### src/rtl/fetch1_if.sv
// fetch1_if -- instruction-line bus between the fetch stage and memory.
//
// Signals:
//   bus_req        fetch -> mem   line read request, held until bus_reqack
//   bus_reqaddr    fetch -> mem   8-byte-aligned line address
//   bus_reqack     mem -> fetch   request accepted
//   bus_resp       mem -> fetch   returned line ([31:0] at addr+0, [63:32] at addr+4)
//   bus_respvalid  mem -> fetch   bus_resp valid, single beat
//
// Modports: master (fetch side), slave (memory side).
interface fetch1_if #(
  parameter int BUS_DATA_WIDTH = 64
);
  logic                      bus_req;
  logic [BUS_DATA_WIDTH-1:0] bus_reqaddr;
  logic                      bus_reqack;
  logic [BUS_DATA_WIDTH-1:0] bus_resp;
  logic                      bus_respvalid;

  modport master (
    output bus_req,
    output bus_reqaddr,
    input  bus_reqack,
    input  bus_resp,
    input  bus_respvalid
  );

  modport slave (
    input  bus_req,
    input  bus_reqaddr,
    output bus_reqack,
    output bus_resp,
    output bus_respvalid
  );
endinterface

### src/rtl/fetch1.sv
// fetch1 -- instruction fetch stage with a single-line instruction buffer.
//
// The stage keeps one 8-byte line. While the fetch PC hits in that line it
// hands one 32-bit instruction per cycle to decode. On a miss it requests the
// line over the bus, waits for the single-beat response, fills the buffer and
// re-evaluates the hit. Branch redirects replace the PC at any time but never
// abort a bus transaction in flight.
//
// Ports:
//   clk             clock, all state updates on its rising edge
//   reset           asynchronous, active-high reset
//   inStall         decode cannot accept; current outputs are held
//   inPCSrc         branch taken; redirect fetch to inBranchTarget
//   inBranchTarget  redirect PC (low two bits ignored)
//   bus             fetch1_if.master, instruction-line bus
//   outPc           PC of outIns
//   outIns          fetched instruction
//   outDecodeEn     outPc/outIns valid for decode
module fetch1 #(
  parameter int                        BUS_DATA_WIDTH = 64,
  parameter logic [BUS_DATA_WIDTH-1:0] RESET_PC       = 64'h0
) (
  input  logic                      clk,
  input  logic                      reset,
  input  logic                      inStall,
  input  logic                      inPCSrc,
  input  logic [BUS_DATA_WIDTH-1:0] inBranchTarget,
  fetch1_if.master                  bus,
  output logic [BUS_DATA_WIDTH-1:0] outPc,
  output logic [31:0]               outIns,
  output logic                      outDecodeEn
);
  localparam int W = BUS_DATA_WIDTH;

  typedef enum logic [1:0] {
    FETCH = 2'd0,
    REQ   = 2'd1,
    WAIT  = 2'd2
  } state_t;

  state_t         state;
  logic [W-1:0]   pc;
  logic [W-1:0]   lineData;
  logic [W-1:3]   lineAddr;
  logic           lineValid;
  logic [W-1:3]   reqAddr;

  logic           hit;
  logic           slotFree;
  logic [W-1:0]   redirectPc;
  logic           unusedTargetLow;

  assign hit             = lineValid && (lineAddr == pc[W-1:3]);
  // Decode either has nothing from us or is taking what we hold this cycle.
  assign slotFree        = !outDecodeEn || !inStall;
  assign redirectPc      = {inBranchTarget[W-1:2], 2'b00};
  assign unusedTargetLow = ^inBranchTarget[1:0];

  // Fetch FSM, line buffer, bus request registers and decode-side outputs.
  always_ff @(posedge clk or posedge reset) begin
    if (reset) begin
      state           <= FETCH;
      pc              <= RESET_PC;
      lineData        <= '0;
      lineAddr        <= '0;
      lineValid       <= 1'b0;
      reqAddr         <= '0;
      bus.bus_req     <= 1'b0;
      bus.bus_reqaddr <= '0;
      outDecodeEn     <= 1'b0;
      outPc           <= '0;
      outIns          <= 32'h0;
    end else begin
      case (state)
        FETCH: begin
          // A redirect makes the current pc stale: neither deliver nor
          // request for it, just re-evaluate next cycle at the new pc.
          if (!inPCSrc) begin
            if (hit) begin
              if (slotFree) begin
                outIns      <= pc[2] ? lineData[63:32] : lineData[31:0];
                outPc       <= pc;
                outDecodeEn <= 1'b1;
                pc          <= pc + W'(3'd4);
              end
            end else begin
              reqAddr         <= pc[W-1:3];
              bus.bus_req     <= 1'b1;
              bus.bus_reqaddr <= {pc[W-1:3], 3'b000};
              state           <= REQ;
              if (slotFree) begin
                outDecodeEn <= 1'b0;
              end
            end
          end
        end
        REQ: begin
          if (bus.bus_reqack) begin
            bus.bus_req <= 1'b0;
            state       <= WAIT;
          end
          // A stalled instruction left over from before the miss is retired
          // as soon as decode takes it.
          if (slotFree) begin
            outDecodeEn <= 1'b0;
          end
        end
        WAIT: begin
          // The fill uses the address this transaction was issued for, even
          // if the pc has since been redirected elsewhere.
          if (bus.bus_respvalid) begin
            lineData  <= bus.bus_resp;
            lineAddr  <= reqAddr;
            lineValid <= 1'b1;
            state     <= FETCH;
          end
          if (slotFree) begin
            outDecodeEn <= 1'b0;
          end
        end
        default: begin
          state       <= FETCH;
          bus.bus_req <= 1'b0;
          outDecodeEn <= 1'b0;
        end
      endcase

      // Redirect wins over stall and over any delivery chosen above.
      if (inPCSrc) begin
        pc          <= redirectPc;
        outDecodeEn <= 1'b0;
      end
    end
  end
endmodule

### src/flat_wrapper.sv
// flat-port wrapper written by rule: the top's interface ports become plain ports
module fetch1_flat 
#(
  parameter int                        BUS_DATA_WIDTH = 64,
  parameter logic [BUS_DATA_WIDTH-1:0] RESET_PC       = 64'h0
)
  (clk, reset, inStall, inPCSrc, inBranchTarget, outPc, outIns, outDecodeEn, bus_bus_req, bus_bus_reqaddr, bus_bus_reqack, bus_bus_resp, bus_bus_respvalid);
  fetch1_if #(.BUS_DATA_WIDTH(BUS_DATA_WIDTH)) bus_i ();
  input  logic clk;
  input  logic reset;
  input  logic inStall;
  input  logic inPCSrc;
  input  logic [BUS_DATA_WIDTH-1:0] inBranchTarget;
  output logic [BUS_DATA_WIDTH-1:0] outPc;
  output logic [31:0] outIns;
  output logic outDecodeEn;
  output wire logic [$bits(bus_i.bus_req)-1:0] bus_bus_req;
  output wire logic [$bits(bus_i.bus_reqaddr)-1:0] bus_bus_reqaddr;
  input wire logic [$bits(bus_i.bus_reqack)-1:0] bus_bus_reqack;
  input wire logic [$bits(bus_i.bus_resp)-1:0] bus_bus_resp;
  input wire logic [$bits(bus_i.bus_respvalid)-1:0] bus_bus_respvalid;
  assign bus_bus_req = bus_i.bus_req;
  assign bus_bus_reqaddr = bus_i.bus_reqaddr;
  assign bus_i.bus_reqack = bus_bus_reqack;
  assign bus_i.bus_resp = bus_bus_resp;
  assign bus_i.bus_respvalid = bus_bus_respvalid;
  fetch1 #(.BUS_DATA_WIDTH(BUS_DATA_WIDTH), .RESET_PC(RESET_PC)) u_core (.clk(clk), .reset(reset), .inStall(inStall), .inPCSrc(inPCSrc), .inBranchTarget(inBranchTarget), .bus(bus_i), .outPc(outPc), .outIns(outIns), .outDecodeEn(outDecodeEn));
endmodule
### config.mk
export PLATFORM = sky130hd
export DESIGN_NAME = fetch1_flat
export DESIGN_NICKNAME = d
export VERILOG_FILES = /design/src/rtl/fetch1_if.sv /design/src/rtl/fetch1.sv /design/src/flat_wrapper.sv
export SDC_FILE = /design/constraint.sdc
export NUM_CORES = 1
export LEC_CHECK = 0
export CAP_MARGIN = 20
export CORE_MARGIN = 10
export CORE_UTILIZATION = 48
export CTS_CLUSTER_SIZE = 16
export DETAILED_ROUTE_END_ITERATION = 7
export PLACE_DENSITY = 0.78
export SYNTH_ARGS = -nofsm -noshare
export SYNTH_HDL_FRONTEND = slang
export SYNTH_SLANG_ARGS = --single-unit
### constraint.sdc
create_clock -name clk -period 11.78 [get_ports clk]
set_clock_uncertainty 0.05 [all_clocks]
set_input_delay 2.356 -clock clk [delete_from_list [all_inputs] [get_ports clk]]
set_output_delay 2.356 -clock clk [all_outputs]
set_load 0.02 [all_outputs]
==> flow_summary.json, run 1 <==
{
  "clk_latency_ns": 0.52,
  "timing.rr.start": "u_core.pc[4]",
  "cts_root_buf": "clkbuf_16",
  "worst_pin_slew_ns": 1.187,
  "cts_buffers": 39,
  "grt_use_met3": 0.08289,
  "crit_path_end_kind": "flip-flop",
  "place_area_sq_um": 18910,
  "viasPerCell": 5.726,
  "synth-async-reset-ratio": 1.000,
  "die-area_sq_um": 40510,
  "first_iter_violations": 871,
  "synth-edff-count": 0,
  "antenna_left": 0,
  "ff_latch_area_sq_um": 8685,
  "first_pass_iters": 5,
  "nFillCells": 2535,
  "grt_overflow_total": 0,
  "slew-limit-headroom": 0.2058,
  "critPathRequiredTime_ns": 12.12,
  "syn_inst": 1337,
  "final_nets": 1730,
  "fin_crit_sh": 0.4547,
  "ys.flop_type": "dfrtp_1",
  "p_leak_uw": 0.008597,
  "vias": 11812,
  "reg2reg_depth": 9,
  "max_freq_mhz": 186.7,
  "syn_area_per_cell_sq_um": 11.80,
  "final_cell_mix": "346 x dfrtp_1, 287 x clkdlybuf4s50_1, 230 x mux2_2, 86 x nor2_1, 74 x nand2_1",
  "multi_input_area_sq_um": 6573,
  "use_met2": 0.3518,
  "drive_gt1_frac": 0.2049,
  "die_h_um": 201.3,
  "cts.repair.resized": 0,
  "dp_hpwl_um": 33320,
  "yosysWarnings": 0,
  "clk_pin_slew_worst_paths_ns": 0.06,
  "rsz0062_at_grt": "no",
  "use_met1": 0.2812,
  "min_period_ns": 5.356,
  "slowest_stage": "or3b_1",
  "grt_pass1_vias": 12376,
  "ir_drop_v": 0.0001670,
  "clockBufferDepth": 3,
  "crit_type": "in2reg",
  "worstHoldStart": "u_core.lineValid",
  "grt_use_total": 0.2246,
  "hold_class": "reg2reg",
  "cts.sinks": 347,
  "cp-startpoint": "inStall",
  "portBuffers": 288,
  "start_kind": "input port",
  "grt_start_max_net_pins": 184,
  "finalInstanceArea_sq_um": 20260,
  "synth-seq-area-share": 0.5506,
  "cts_hold_buf": 0,
  "min_path_cells": 1,
  "tritoncts": "done",
  "p_per_area_nw_per_um2": 210.7,
  "ys_types": 65,
  "cts.htree.levels": 2,
  "totalPowerFinal_uw": 4268,
  "syn_area_sq_um": 15770,
  "totalWireLength_um": 46520,
  "tns_ns": 0,
  "num_io_pins": 296,
  "maxCapViolCount": 0,
  "die_x_um": 201.3,
  "antenna_found_initial": 2,
  "top_usage_layer": "met2",
  "area_growth_pct": 28.46,
  "crit_chain": "clkdlybuf4s50_1, a21boi_1, nor4b_2, or3b_1, nor4b_2, buf_4, buf_4, buf_16, mux2_2",
  "rows": 66,
  "initial_utilization": 0.4860,
  "fin_util": 0.6243,
  "cpPeakStageDelay_ns": 0.46,
  "core_area_sq_um": 32450,
  "slew_violations": 0,
  "wl_per_cell_um": 22.55,
  "grt_first_pass_wirelength_um": 72540,
  "cp_max_fo": 78,
  "ys_ff_latch": 347,
  "critical_path_arrival_ns": 5.70,
  "finalSetupViolations": 0,
  "status": "finished clean",
  "place_congestion": 0.9018,
  "drc": 0,
  "hold_violations": 0,
  "post_cts_buffers": 0,
  "layout_commonest_cell": "dfrtp_1"
}
==> worst paths after layout <==
check / end / slack, ns
hold / removal: u_core.lineValid / 0.43
max in group asynchronous: u_core.lineData[53] / 7.23
min in group asynchronous: u_core.reqAddr[38] / 2.34
setup / recovery: u_core.outPc[7] / 6.42
setup reg to reg: u_core.outPc[7] / 7.63
hold reg to reg: u_core.lineValid / 0.43
==> report_power, final <==
group	internal (uW)	total [uW]	switching [uW]
Sequential	1540	1820	280
Clock	753	1240	484
Combinational	642	1220	574
==> Yosys cell counts (3+ instances only) <==
master | number | area share
nand2b_1 | 22 | 0.0087
nor3_1 | 14 | 0.0044
o211ai_1 | 11 | 0.0052
inv_1 | 25 | 0.0060
buf_2 | 17 | 0.0054
nand3_1 | 46 | 0.015
nand2_1 | 75 | 0.018
nor2_1 | 86 | 0.020
nor3_2 | 3 | 0.0019
nor2b_1 | 16 | 0.0063
a22oi_1 | 3 | 0.0014
xnor2_1 | 48 | 0.027
mux2i_1 | 33 | 0.021
a311o_1 | 4 | 0.0025
mux2_2 | 230 | 0.16
and4_1 | 4 | 0.0022
a31oi_1 | 29 | 0.012
a2111o_1 | 3 | 0.0021
or4_1 | 20 | 0.0095
dfrtp_1 | 347 | 0.55
clkbuf_2 | 3 | 0.00095
nor4b_1 | 3 | 0.0017
nand4_1 | 36 | 0.014
buf_4 | 19 | 0.0090
o31ai_1 | 10 | 0.0048
and3_1 | 16 | 0.0063
o2111ai_1 | 6 | 0.0033
a21oi_1 | 37 | 0.012
nor4_1 | 11 | 0.0044
clkbuf_1 | 52 | 0.012
o21ai_0 | 47 | 0.015
buf_1 | 3 | 0.00071
or3_1 | 14 | 0.0056
ha_1 | 5 | 0.0040
==> flip-flops by register name, indices dropped and copies added (netlist names), 2 cells and up <==
signal	flops
u_core.pc	62
u_core.reqAddr	61
u_core.lineAddr	61
u_core.state	2
u_core.outPc	62
u_core.outIns	32
u_core.lineData	64
==> worst max-delay path, delay by kind of cell <==
family,cells,cell delay (ns)
buffers and inverters,4,1.55
muxes,1,0.38
AOI/OAI and AO/OA,1,0.31
and+or+nand+nor,3,1.02
==> cell type report <==
cell class | count | share of cell area
Sequential cell | 347 | 0.4287
Clock buffer | 55 | 0.05719
Antenna cell | 1 | 0.0001235
Inverter | 27 | 0.005188
Timing Repair Buffer | 303 | 0.1492
Multi-Input combinational cell | 873 | 0.3244
Clock inverter | 15 | 0.007905
Tap cell | 442 | 0.02730
==> through the flow <==
step                      worst slack, ns  instances  hold WS [ns]
after floorplan                     4.730       1341        0.3843
after global placement              5.659       1991        0.3986
after detailed placement            5.639       1991        0.4175
after CTS                           6.170       2061        0.4332
after global routing                6.187       2062        0.4479
final                               6.424       2063        0.4294
==> cell families (layout without fill, tap and decap cells) <==
| group | count (synthesis) | in the layout | share of synthesized area |
|---|---|---|---|
| buffers and inverters | 121 | 400 | 0.03491 |
| AO/OA/AOI/OAI | 168 | 168 | 0.06831 |
| other | 1 | 6 | 0.0002378 |
| multiplexers | 263 | 263 | 0.1852 |
| AND/OR/NAND/NOR | 384 | 384 | 0.1302 |
| flip-flops | 347 | 347 | 0.5506 |
| XOR/XNOR | 48 | 48 | 0.02666 |
| adder cells (fa/ha/maj) | 5 | 5 | 0.003967 |
==> metal layers <==
metal  part of all wire  up-vias
li1                   -     5296
met1               0.41     5948
met2               0.46      485
met3               0.10       81
met4              0.033        2
met5            0.00028        -
Power figures use the tool's default switching activity.
==> inputs of run 2 (changes only) <==
clock period = 4.5 ns   (was 11.78 ns; I/O delays follow)
==> run 2 against run 1 <==
First-iteration DRC count fell by 4.6%. Highest routed layer is now met4. Global-route usage grew 0.080 points. Final area increased by 0.35%. Sequential share of layout area is 0.15 points lower. Non-clock buffer count up 6.
==> flow_summary.json, run 2 (synthesized netlist as in run 1, its figures left out) <==
{
  "crit_type": "reg2reg",
  "p_seq_frac": 0.425,
  "combPwrFrac": 0.287,
  "rows": 66,
  "clockBufferDepth": 3,
  "dp_hpwl_um": 33620,
  "final_nets": 1735,
  "num_io_pins": 296,
  "slew-limit-headroom": 0.3065,
  "critical_path_arrival_ns": 3.98,
  "power_switching_uw": 3453,
  "start_kind": "flip-flop",
  "first_iter_violations": 831,
  "worst_pin_slew_ns": 1.036,
  "initial_utilization": 0.4860,
  "critPathRequiredTime_ns": 4.83,
  "hold_class": "reg2reg",
  "fin_cells": 2065,
  "maxUsedRoutingLayer": "met4",
  "vias": 11822,
  "portBuffers": 288,
  "p_sw_frac": 0.3102,
  "wl_per_cell_um": 22.53,
  "clk_pin_slew_worst_paths_ns": 0.06,
  "cp_max_fo": 14,
  "grt_first_pass_wirelength_um": 72620,
  "tritoncts": "done",
  "hold_violations": 0,
  "wl_met1_um": 18460,
  "slew_violations": 0,
  "grt_pass1_vias": 12335,
  "status": "finished clean",
  "layout_commonest_cell": "dfrtp_1",
  "cts.sinks": 347,
  "post_cts_buffers": 0,
  "fin_crit_sh": 0.8114,
  "cts.htree.levels": 2,
  "cts_hold_buf": 0,
  "p_per_area_nw_per_um2": 547.5,
  "internal_power_uw": 7678,
  "core_area_sq_um": 32450,
  "tns_ns": 0,
  "routed-wl-met3_um": 4688,
  "grt_start_max_net_pins": 125,
  "rsz0062_at_grt": "no",
  "p_leak_uw": 0.008629,
  "final_cell_mix": "346 x dfrtp_1, 287 x clkdlybuf4s50_1, 230 x mux2_2, 86 x nor2_1, 74 x nand2_1",
  "clk_latency_ns": 0.53,
  "die_x_um": 201.3,
  "totalPowerFinal_uw": 11130,
  "drc": 0,
  "cts_root_buf": "clkbuf_16",
  "totalWireLength_um": 46520,
  "route.met2.wl_um": 21540,
  "ir_drop_v": 0.0003397,
  "multi_input_area_sq_um": 6566,
  "ff_latch_area_sq_um": 8685,
  "place_congestion": 0.8926,
  "grt_use_total": 0.2254,
  "crit_path_end_kind": "flip-flop",
  "grt_overflow_total": 0,
  "max_freq_mhz": 273.9,
  "die-area_sq_um": 40510,
  "cts_buffers": 38,
  "dp_cells": 1998,
  "largest_reg_flops": 64,
  "fin_util": 0.6265,
  "pre_cts_ws_ns": 0.5538,
  "antenna_left": 0,
  "setup_ws_ns": 0.8486,
  "finalSetupViolations": 0,
  "min_period_ns": 3.651,
  "maxCapViolCount": 0,
  "nFillCells": 2558,
  "cts.repair.resized": 0,
  "area_growth_pct": 28.91,
  "die_h_um": 201.3,
  "rrSetupSlack_ns": 0.85,
  "top_register": "u_core.lineData",
  "antenna_found_initial": 1,
  "first_pass_iters": 5,
  "viasPerCell": 5.725,
  "drive_gt1_frac": 0.2041,
  "p_clk_frac": 0.288,
  "top_regs": "u_core.lineData: 64 flops, u_core.outPc: 62 flops, u_core.pc: 62 flops"
}
[run 2: power groups by stage]
| stage | registers [uW] | clock network, uW | logic (uW) |
|---|---|---|---|
| floorplan | 4860 | 0 | 1740 |
| global placement | 4710 | 0 | 3150 |
| detailed placement | 4770 | 0 | 3240 |
| CTS | 4720 | 3260 | 3250 |
| global route | 4840 | 3390 | 3450 |
| finish | 4730 | 3200 | 3200 |
[run 2: worst max-delay path, cell delays in order, from the launching register on]
cell and delay [ns]:
dfrtp_1 0.42, inv_1 0.09, ha_1 0.39, a21boi_1 0.39, nor4b_2 0.30, or3b_1 0.44
and3b_1 0.31, and3_1 0.61, buf_4 0.27, xnor2_1 0.14, o21ai_1 0.09
[run 2: cell type report]
type,count,area share
sequential,347,0.4272
clock buffer,56,0.05557
tap,442,0.02720
clock inverter,10,0.007570
inverter,27,0.005170
timing repair buffer,309,0.1542
multi-input combinational,873,0.3230
antenna,1,0.0001231
[run 2: path summary, 6_finish.rpt]
path,from,to,depth (start not counted)
worst max-delay path,u_core.state[1],u_core.pc[19],10
min in group asynchronous,reset,u_core.outPc[41],2
worst min-delay path,u_core.lineData[31],u_core.lineData[31],1
max in group asynchronous,reset,u_core.lineData[14],3
worst min register to register,u_core.lineData[31],u_core.lineData[31],1
worst max register to register,u_core.state[1],u_core.pc[19],10
[run 2: metrics by stage]
stage               hold slack (ns)  instance area, sq um
floorplan                    0.3843                 15790
global placement             0.4001                 19040
finish                       0.4523                 20330
detailed placement           0.4296                 19040
CTS                          0.4458                 20330
global route                 0.4674                 20330
[run 2: layer usage]
layer	vias up	track usage
met5	-	0
met4	0	0.09020
met3	94	0.07695
met2	505	0.3547
met1	5903	0.2803
li1	5320	-
